### config.mk
export PLATFORM = sky130hd
export DESIGN_NAME = led_pulse_stretcher
export DESIGN_NICKNAME = d
export VERILOG_FILES = /design/src/rtl/led_pkg.sv /design/src/rtl/led_pulse_stretcher_sat_counter.sv /design/src/rtl/led_pulse_stretcher.sv
export SDC_FILE = /design/constraint.sdc
export NUM_CORES = 1
export LEC_CHECK = 0
export BUFFER_PORTS_ARGS = -buffer_cell sky130_fd_sc_hd__buf_4
export CAP_MARGIN = 20
export CORE_ASPECT_RATIO = 0.9
export CORE_UTILIZATION = 30
export DETAILED_ROUTE_END_ITERATION = 12
export SYNTH_ARGS = -nofsm -noshare
export SYNTH_HDL_FRONTEND = slang
export SYNTH_SLANG_ARGS = --single-unit
### constraint.sdc
create_clock -name clk -period 4.2 [get_ports clk]
set_input_delay 0.21 -clock clk [delete_from_list [all_inputs] [get_ports clk]]
set_output_delay 0.21 -clock clk [all_outputs]
set_load 0.005 [all_outputs]
### src/rtl/led_pkg.sv
// Shared definitions for the LED pulse stretcher.
//   LED_IDLE / LED_ON / LED_GAP : FSM state encodings
//   DEF_ON_CNT / DEF_OFF_CNT    : default blink timing at 12 MHz
//   max_int()                   : elaboration-time helper for sizing counters
package led_pkg;

  localparam logic [1:0] LED_IDLE = 2'd0;
  localparam logic [1:0] LED_ON   = 2'd1;
  localparam logic [1:0] LED_GAP  = 2'd2;

  // 200 ms on, 20 ms forced gap at 12 MHz
  localparam int DEF_ON_CNT  = 2400000;
  localparam int DEF_OFF_CNT = 240000;

  function automatic int max_int(input int a, input int b);
    return (a > b) ? a : b;
  endfunction

endpackage

### src/rtl/led_pulse_stretcher_sat_counter.sv
// Saturating up/down counter with a sticky "dropped at saturation" flag.
//   clk, rst_n : clock, asynchronous active-low reset
//   inc, dec   : count up / count down; both together hold the value
//   clr_flag   : synchronous clear of the sticky flag (a new drop wins)
//   count      : current value, saturates at 2^W-1 and floors at 0
//   sat_flag   : sticky, set when an increment is lost at saturation
module sat_counter #(
  parameter int W = 4
) (
  input  logic         clk,
  input  logic         rst_n,
  input  logic         inc,
  input  logic         dec,
  input  logic         clr_flag,
  output logic [W-1:0] count,
  output logic         sat_flag
);
  import led_pkg::*;

  localparam logic [W-1:0] CNT_MAX = {W{1'b1}};

  logic up_only;
  logic dn_only;
  logic drop;

  assign up_only = inc & ~dec;
  assign dn_only = dec & ~inc;
  assign drop    = up_only & (count == CNT_MAX);

  always_ff @(posedge clk or negedge rst_n) begin
    if (!rst_n) begin
      count    <= '0;
      sat_flag <= 1'b0;
    end else begin
      if (up_only && (count != CNT_MAX)) begin
        count <= count + 1'b1;
      end else if (dn_only && (count != '0)) begin
        count <= count - 1'b1;
      end
      // A drop in the same cycle as a clear keeps the flag set
      if (drop) begin
        sat_flag <= 1'b1;
      end else if (clr_flag) begin
        sat_flag <= 1'b0;
      end
    end
  end

endmodule

### src/rtl/led_pulse_stretcher.sv
// Turns single-cycle events into visible LED blinks with a guaranteed
// on-time and a guaranteed off-gap; events arriving mid-blink are queued.
//   clk       : 12 MHz system clock
//   rst_n     : asynchronous active-low reset
//   event_in  : single-cycle event strobe
//   clear_ovf : synchronous clear of the overflow flag
//   led_out   : registered LED pad drive (LED_ACTIVE_VALUE lights it)
//   busy      : registered, high in ON and GAP
//   pending   : queued events still to be blinked
//   overflow  : sticky, an event was dropped with the queue full
module led_pulse_stretcher
  import led_pkg::*;
#(
  parameter int   ON_CNT           = DEF_ON_CNT,
  parameter int   OFF_CNT          = DEF_OFF_CNT,
  parameter int   PEND_W           = 4,
  parameter logic LED_ACTIVE_VALUE = 1'b0
) (
  input  logic              clk,
  input  logic              rst_n,
  input  logic              event_in,
  input  logic              clear_ovf,
  output logic              led_out,
  output logic              busy,
  output logic [PEND_W-1:0] pending,
  output logic              overflow
);

  localparam int CW = $clog2(max_int(ON_CNT, OFF_CNT) + 1);
  localparam logic [CW-1:0] ON_LAST  = CW'(ON_CNT - 1);
  localparam logic [CW-1:0] OFF_LAST = CW'(OFF_CNT - 1);

  logic [1:0]    state_q;
  logic [1:0]    state_d;
  logic [CW-1:0] cnt_q;
  logic [CW-1:0] cnt_d;
  logic          gap_end;
  logic          led_d;
  logic          busy_d;
  logic          pend_inc;
  logic          pend_dec;

  assign gap_end = (state_q == LED_GAP) && (cnt_q == OFF_LAST);

  // State register
  always_ff @(posedge clk or negedge rst_n) begin
    if (!rst_n) begin
      state_q <= LED_IDLE;
      cnt_q   <= '0;
      led_out <= ~LED_ACTIVE_VALUE;
      busy    <= 1'b0;
    end else begin
      state_q <= state_d;
      cnt_q   <= cnt_d;
      led_out <= led_d;
      busy    <= busy_d;
    end
  end

  // Next-state and timing counter
  always_comb begin
    state_d = state_q;
    case (state_q)
      LED_IDLE: if (event_in) state_d = LED_ON;
      LED_ON:   if (cnt_q == ON_LAST) state_d = LED_GAP;
      LED_GAP: begin
        // Chain straight into the next blink when anything is queued,
        // including an event landing on this very cycle
        if (gap_end) state_d = ((pending != '0) || event_in) ? LED_ON : LED_IDLE;
      end
      default:  state_d = LED_IDLE;
    endcase

    cnt_d = cnt_q;
    if (state_d != state_q) begin
      cnt_d = '0;
    end else if (state_q != LED_IDLE) begin
      cnt_d = cnt_q + 1'b1;
    end
  end

  // Outputs: registered from the next state so they track state_q exactly
  always_comb begin
    led_d  = (state_d == LED_ON) ? LED_ACTIVE_VALUE : ~LED_ACTIVE_VALUE;
    busy_d = (state_d != LED_IDLE);
  end

  // Queue accounting. An event in IDLE starts a blink directly and is not
  // queued. On the last gap cycle one queued event is consumed; if an event
  // arrives on that same cycle inc and dec cancel, which is total-1 exactly.
  assign pend_inc = event_in & (state_q != LED_IDLE);
  assign pend_dec = gap_end;

  sat_counter #(
    .W(PEND_W)
  ) u_pend (
    .clk      (clk),
    .rst_n    (rst_n),
    .inc      (pend_inc),
    .dec      (pend_dec),
    .clr_flag (clear_ovf),
    .count    (pending),
    .sat_flag (overflow)
  );

endmodule

==> impl_metrics.sql <==
INSERT INTO impl_metrics (metric_group, metric, value, unit) VALUES
('cts', 'cts_inserted_buffers', '5', ''),
('cells_and_area', 'commonest_cells_after_routing_fill_and_taps_aside', 'sky130_fd_sc_hd__nor2_1 (30), sky130_fd_sc_hd__dfrtp_1 (30), sky130_fd_sc_hd__xor2_1 (12), sky130_fd_sc_hd__xnor2_1 (11)', ''),
('worst_hold_path', 'hold_depth', '2', ''),
('cts', 'ctsLongestPathBuffers', '2', ''),
('logic_synthesis', 'cell_area_after_synthesis', '0.00184', 'mm²'),
('cts', 'clkSinkCount', '31', ''),
('global_routing', 'grt_antenna_before_repair', '0', ''),
('logic_synthesis', 'yosys_warnings', '0', ''),
('floorplanning', 'floorplan.die_area', '0.00644', 'mm²'),
('cts', 'cts.clk_slew.worst_paths', '60', 'ps'),
('pwr', 'p_sw_share', '33.5', '%'),
('pwr', 'power.share.combinational', '28.3', '%'),
('global_routing', 'grt_pass1_wl', '6770', 'µm'),
('floorplanning', 'boundaryPins', '11', ''),
('pwr', 'overall_power_of_the_completed_layout', '885', 'µW'),
('cells_and_area', 'sequential_cell_area', '777', 'µm²'),
('detailed_routing', 'ant_nets', '0', ''),
('timing', 'slew_headroom', '45.7', '%'),
('cells_and_area', 'fin_util', '35.2', '%'),
('timing', 'setup-tns-final', '0', 'ps'),
('worst_hold_path', 'hold_path.startpoint', 'clear_ovf', ''),
('cells_and_area', 'final_cell_count_without_fillers', '268', ''),
('logic_synthesis', 'synthCells', '185', ''),
('pwr', 'power_leakage', '0.000848', 'µW'),
('detailed_routing', 'wire_per_inst', '14.7', 'µm'),
('pwr', 'vdd_ir_max', '0.000138', 'V'),
('floorplanning', 'floorplan.rows', '26', ''),
('pwr', 'power_switching', '296', 'µW'),
('cts', 'cts.root.buffer_cell', 'sky130_fd_sc_hd__clkbuf_8', ''),
('run', 'max_cap_violations', '0', ''),
('detailed_routing', 'vias', '1439', ''),
('floorplanning', 'start_util', '31.7', '%'),
('cells_and_area', 'number_of_diodes', '0', ''),
('setup_path', 'worst_setup_path_start_kind', 'register', ''),
('detailed_routing', 'vias_per_cell', '5.37', ''),
('timing', 'fin_crit', '2960', 'ps'),
('timing', 'postLayoutSetupSlackWorst', '1240', 'ps'),
('worst_hold_path', 'worst_hold_path.endpoint', 'u_pend.sat_flag$_DFFE_PN0P_', ''),
('logic_synthesis', 'netlist-cell-type-count', '54', ''),
('place', 'gp_congestion', '0.857', ''),
('cells_and_area', 'final.fill_count', '599', ''),
('cts', 'post_cts_setup_driven_buffer_insertion_count', '0', ''),
('outcome', 'status', 'finished, final reports clean', ''),
('place', 'number_of_cells_after_detailed_placement', '261', ''),
('global_routing', 'grt.total_usage', '13.5', '%'),
('place', 'dp_slack', '1260', 'ps'),
('logic_synthesis', 'synth_nets', '193', ''),
('global_routing', 'largest_net_degree_at_the_start_of_global_routing', '32', ''),
('global_routing', 'first_global_vias', '1343', ''),
('setup_path', 'worst-endpoint-arrival', '3170', 'ps'),
('timing', 'timing_worst_slew_pin_value', '813', 'ps'),
('setup_path', 'crit_path_end_kind', 'register', ''),
('detailed_routing', 'drt_iter0_markers', '108', ''),
('detailed_routing', 'drc', '0', ''),
('logic_synthesis', 'dominant_register_cell_in_the_synthesized_netlist', 'sky130_fd_sc_hd__dfrtp_1', ''),
('setup_path', 'worst-r2r-setup-slack', '1240', 'ps'),
('timing', 'final.period_utilization', '70.6', '%'),
('timing', 'rsz0062_at_grt', 'false', ''),
('floorplanning', 'floorplan.core_area', '0.00579', 'mm²'),
('pwr', 'seqPwrFrac', '47.4', '%'),
('setup_path', 'largest_fanout_on_the_critical_path', '7', ''),
('cells_and_area', 'area_growth_syn_to_layout', '11.0', '%'),
('cells_and_area', 'multi_input_comb_area', '992', 'µm²'),
('cells_and_area', 'drive_above_1_share', '17.2', '%'),
('logic_synthesis', 'ys_async_rst_share', '100', '%'),
('worst_hold_path', 'min_path_type', 'in2reg', ''),
('setup_path', 'critical_path_required', '4410', 'ps'),
('place', 'port_buffers', '10', ''),
('setup_path', 'capture_instance_of_the_worst_register_to_register_path', 'u_pend.count[3]$_DFFE_PN0P_', ''),
('timing', 'hold_viol_final', '0', ''),
('cells_and_area', 'layout.nets', '207', '');
==> cells by family (layout without fill, tap and decap cells) <==
family          after synthesis  count (layout)  synth area share (%)
fa+ha+maj                     4               4                  3.14
xor+xnor                     23              23                  11.0
buf+inv                      10              23                  3.61
simple gates                 89              89                  26.4
compound gates               27              27                  13.0
flops                        31              31                  42.3
mux                           1               1                 0.613
==> how the worst max path moves through the flow <==
stage                                from  slack [ps]                     endpoint  cells after the start
floorplan           cnt_q[14]$_DFFE_PN0P_        1420  u_pend.count[3]$_DFFE_PN0P_                      9
global placement    cnt_q[14]$_DFFE_PN0P_        1340  u_pend.count[3]$_DFFE_PN0P_                      9
detailed placement  cnt_q[14]$_DFFE_PN0P_        1260  u_pend.count[3]$_DFFE_PN0P_                      9
CTS                 cnt_q[14]$_DFFE_PN0P_        1240  u_pend.count[3]$_DFFE_PN0P_                      9
global route        cnt_q[14]$_DFFE_PN0P_        1030  u_pend.count[3]$_DFFE_PN0P_                      9
finish              cnt_q[14]$_DFFE_PN0P_        1240  u_pend.count[3]$_DFFE_PN0P_                      9
==> layout make-up <==
type,count,share of cell area [%]
multi-input cells,144,48.7
flip-flops and latches,31,38.1
well taps,70,4.30
repair buffers,11,4.18
clock buffers,6,3.56
inverters,6,1.11
==> sequential cells by signal, indices dropped and copies added, names as in the netlist <==
| register | cells |
|---|---|
| u_pend.sat_flag | 1 |
| cnt_q | 22 |
| state_q | 2 |
| busy | 1 |
| led_out | 1 |
| u_pend.count | 4 |
==> power groups by stage <==
stage          clock (µW)  combinational (µW)  sequential [µW]
5_1_grt               238                 279              429
3_5_place_dp            0                 250              423
6_report              215                 250              420
3_3_place_gp            0                 244              423
2_1_floorplan           0                 184              402
4_1_cts               224                 252              419
==> per-layer routing <==
layer  GRT usage [%]  vias to the layer above  routed length (µm)
met4            5.08                        0                  68
met2            17.8                       33                1640
met3            3.90                        8                 183
met1            20.5                      705                2050
met5               0                        -                   0
li1                -                      693                   -
==> Yosys cell counts (2+ instances only) <==
library cell	number	area share (%)
sky130_fd_sc_hd__a21o_1	3	1.2
sky130_fd_sc_hd__a21oi_1	3	0.82
sky130_fd_sc_hd__and3_1	2	0.68
sky130_fd_sc_hd__and3_2	3	1.2
sky130_fd_sc_hd__clkbuf_8	2	1.5
sky130_fd_sc_hd__dfrtp_1	30	41
sky130_fd_sc_hd__ha_1	3	2.0
sky130_fd_sc_hd__inv_1	6	1.2
sky130_fd_sc_hd__nand2_1	9	1.8
sky130_fd_sc_hd__nand3_1	10	2.7
sky130_fd_sc_hd__nand4_1	6	2.0
sky130_fd_sc_hd__nor2_1	30	6.1
sky130_fd_sc_hd__nor2b_1	2	0.68
sky130_fd_sc_hd__nor3_1	7	1.9
sky130_fd_sc_hd__nor4_1	5	1.7
sky130_fd_sc_hd__o21ai_0	2	0.55
sky130_fd_sc_hd__o21bai_1	3	1.2
sky130_fd_sc_hd__o221a_2	2	1.2
sky130_fd_sc_hd__xnor2_1	11	5.2
sky130_fd_sc_hd__xor2_1	12	5.7
==> metrics by stage <==
step / area (µm²) / hold slack (ps)
floorplan: 1840 / -85.6
finish: 2040 / 107
CTS: 2040 / 101
detailed placement: 1950 / 180
global placement: 1950 / 175
global route: 2040 / 108
==> what timing repair did <==
item                      4_1_cts  5_1_grt
hold buffers                    1        0
gates resized for setup         0        0
hold endpoints to repair       30        0
==> worst max-delay path, cell delays in order (launching register included) <==
cell	delay, ps
sky130_fd_sc_hd__dfrtp_1	430
sky130_fd_sc_hd__or4b_4	580
sky130_fd_sc_hd__or4_4	540
sky130_fd_sc_hd__o21ai_2	300
sky130_fd_sc_hd__ha_1	300
sky130_fd_sc_hd__a21o_1	180
sky130_fd_sc_hd__a21oi_1	180
sky130_fd_sc_hd__nand2_1	70
sky130_fd_sc_hd__o22ai_1	160
sky130_fd_sc_hd__xor2_1	160
Power figures use the tool's default switching activity.
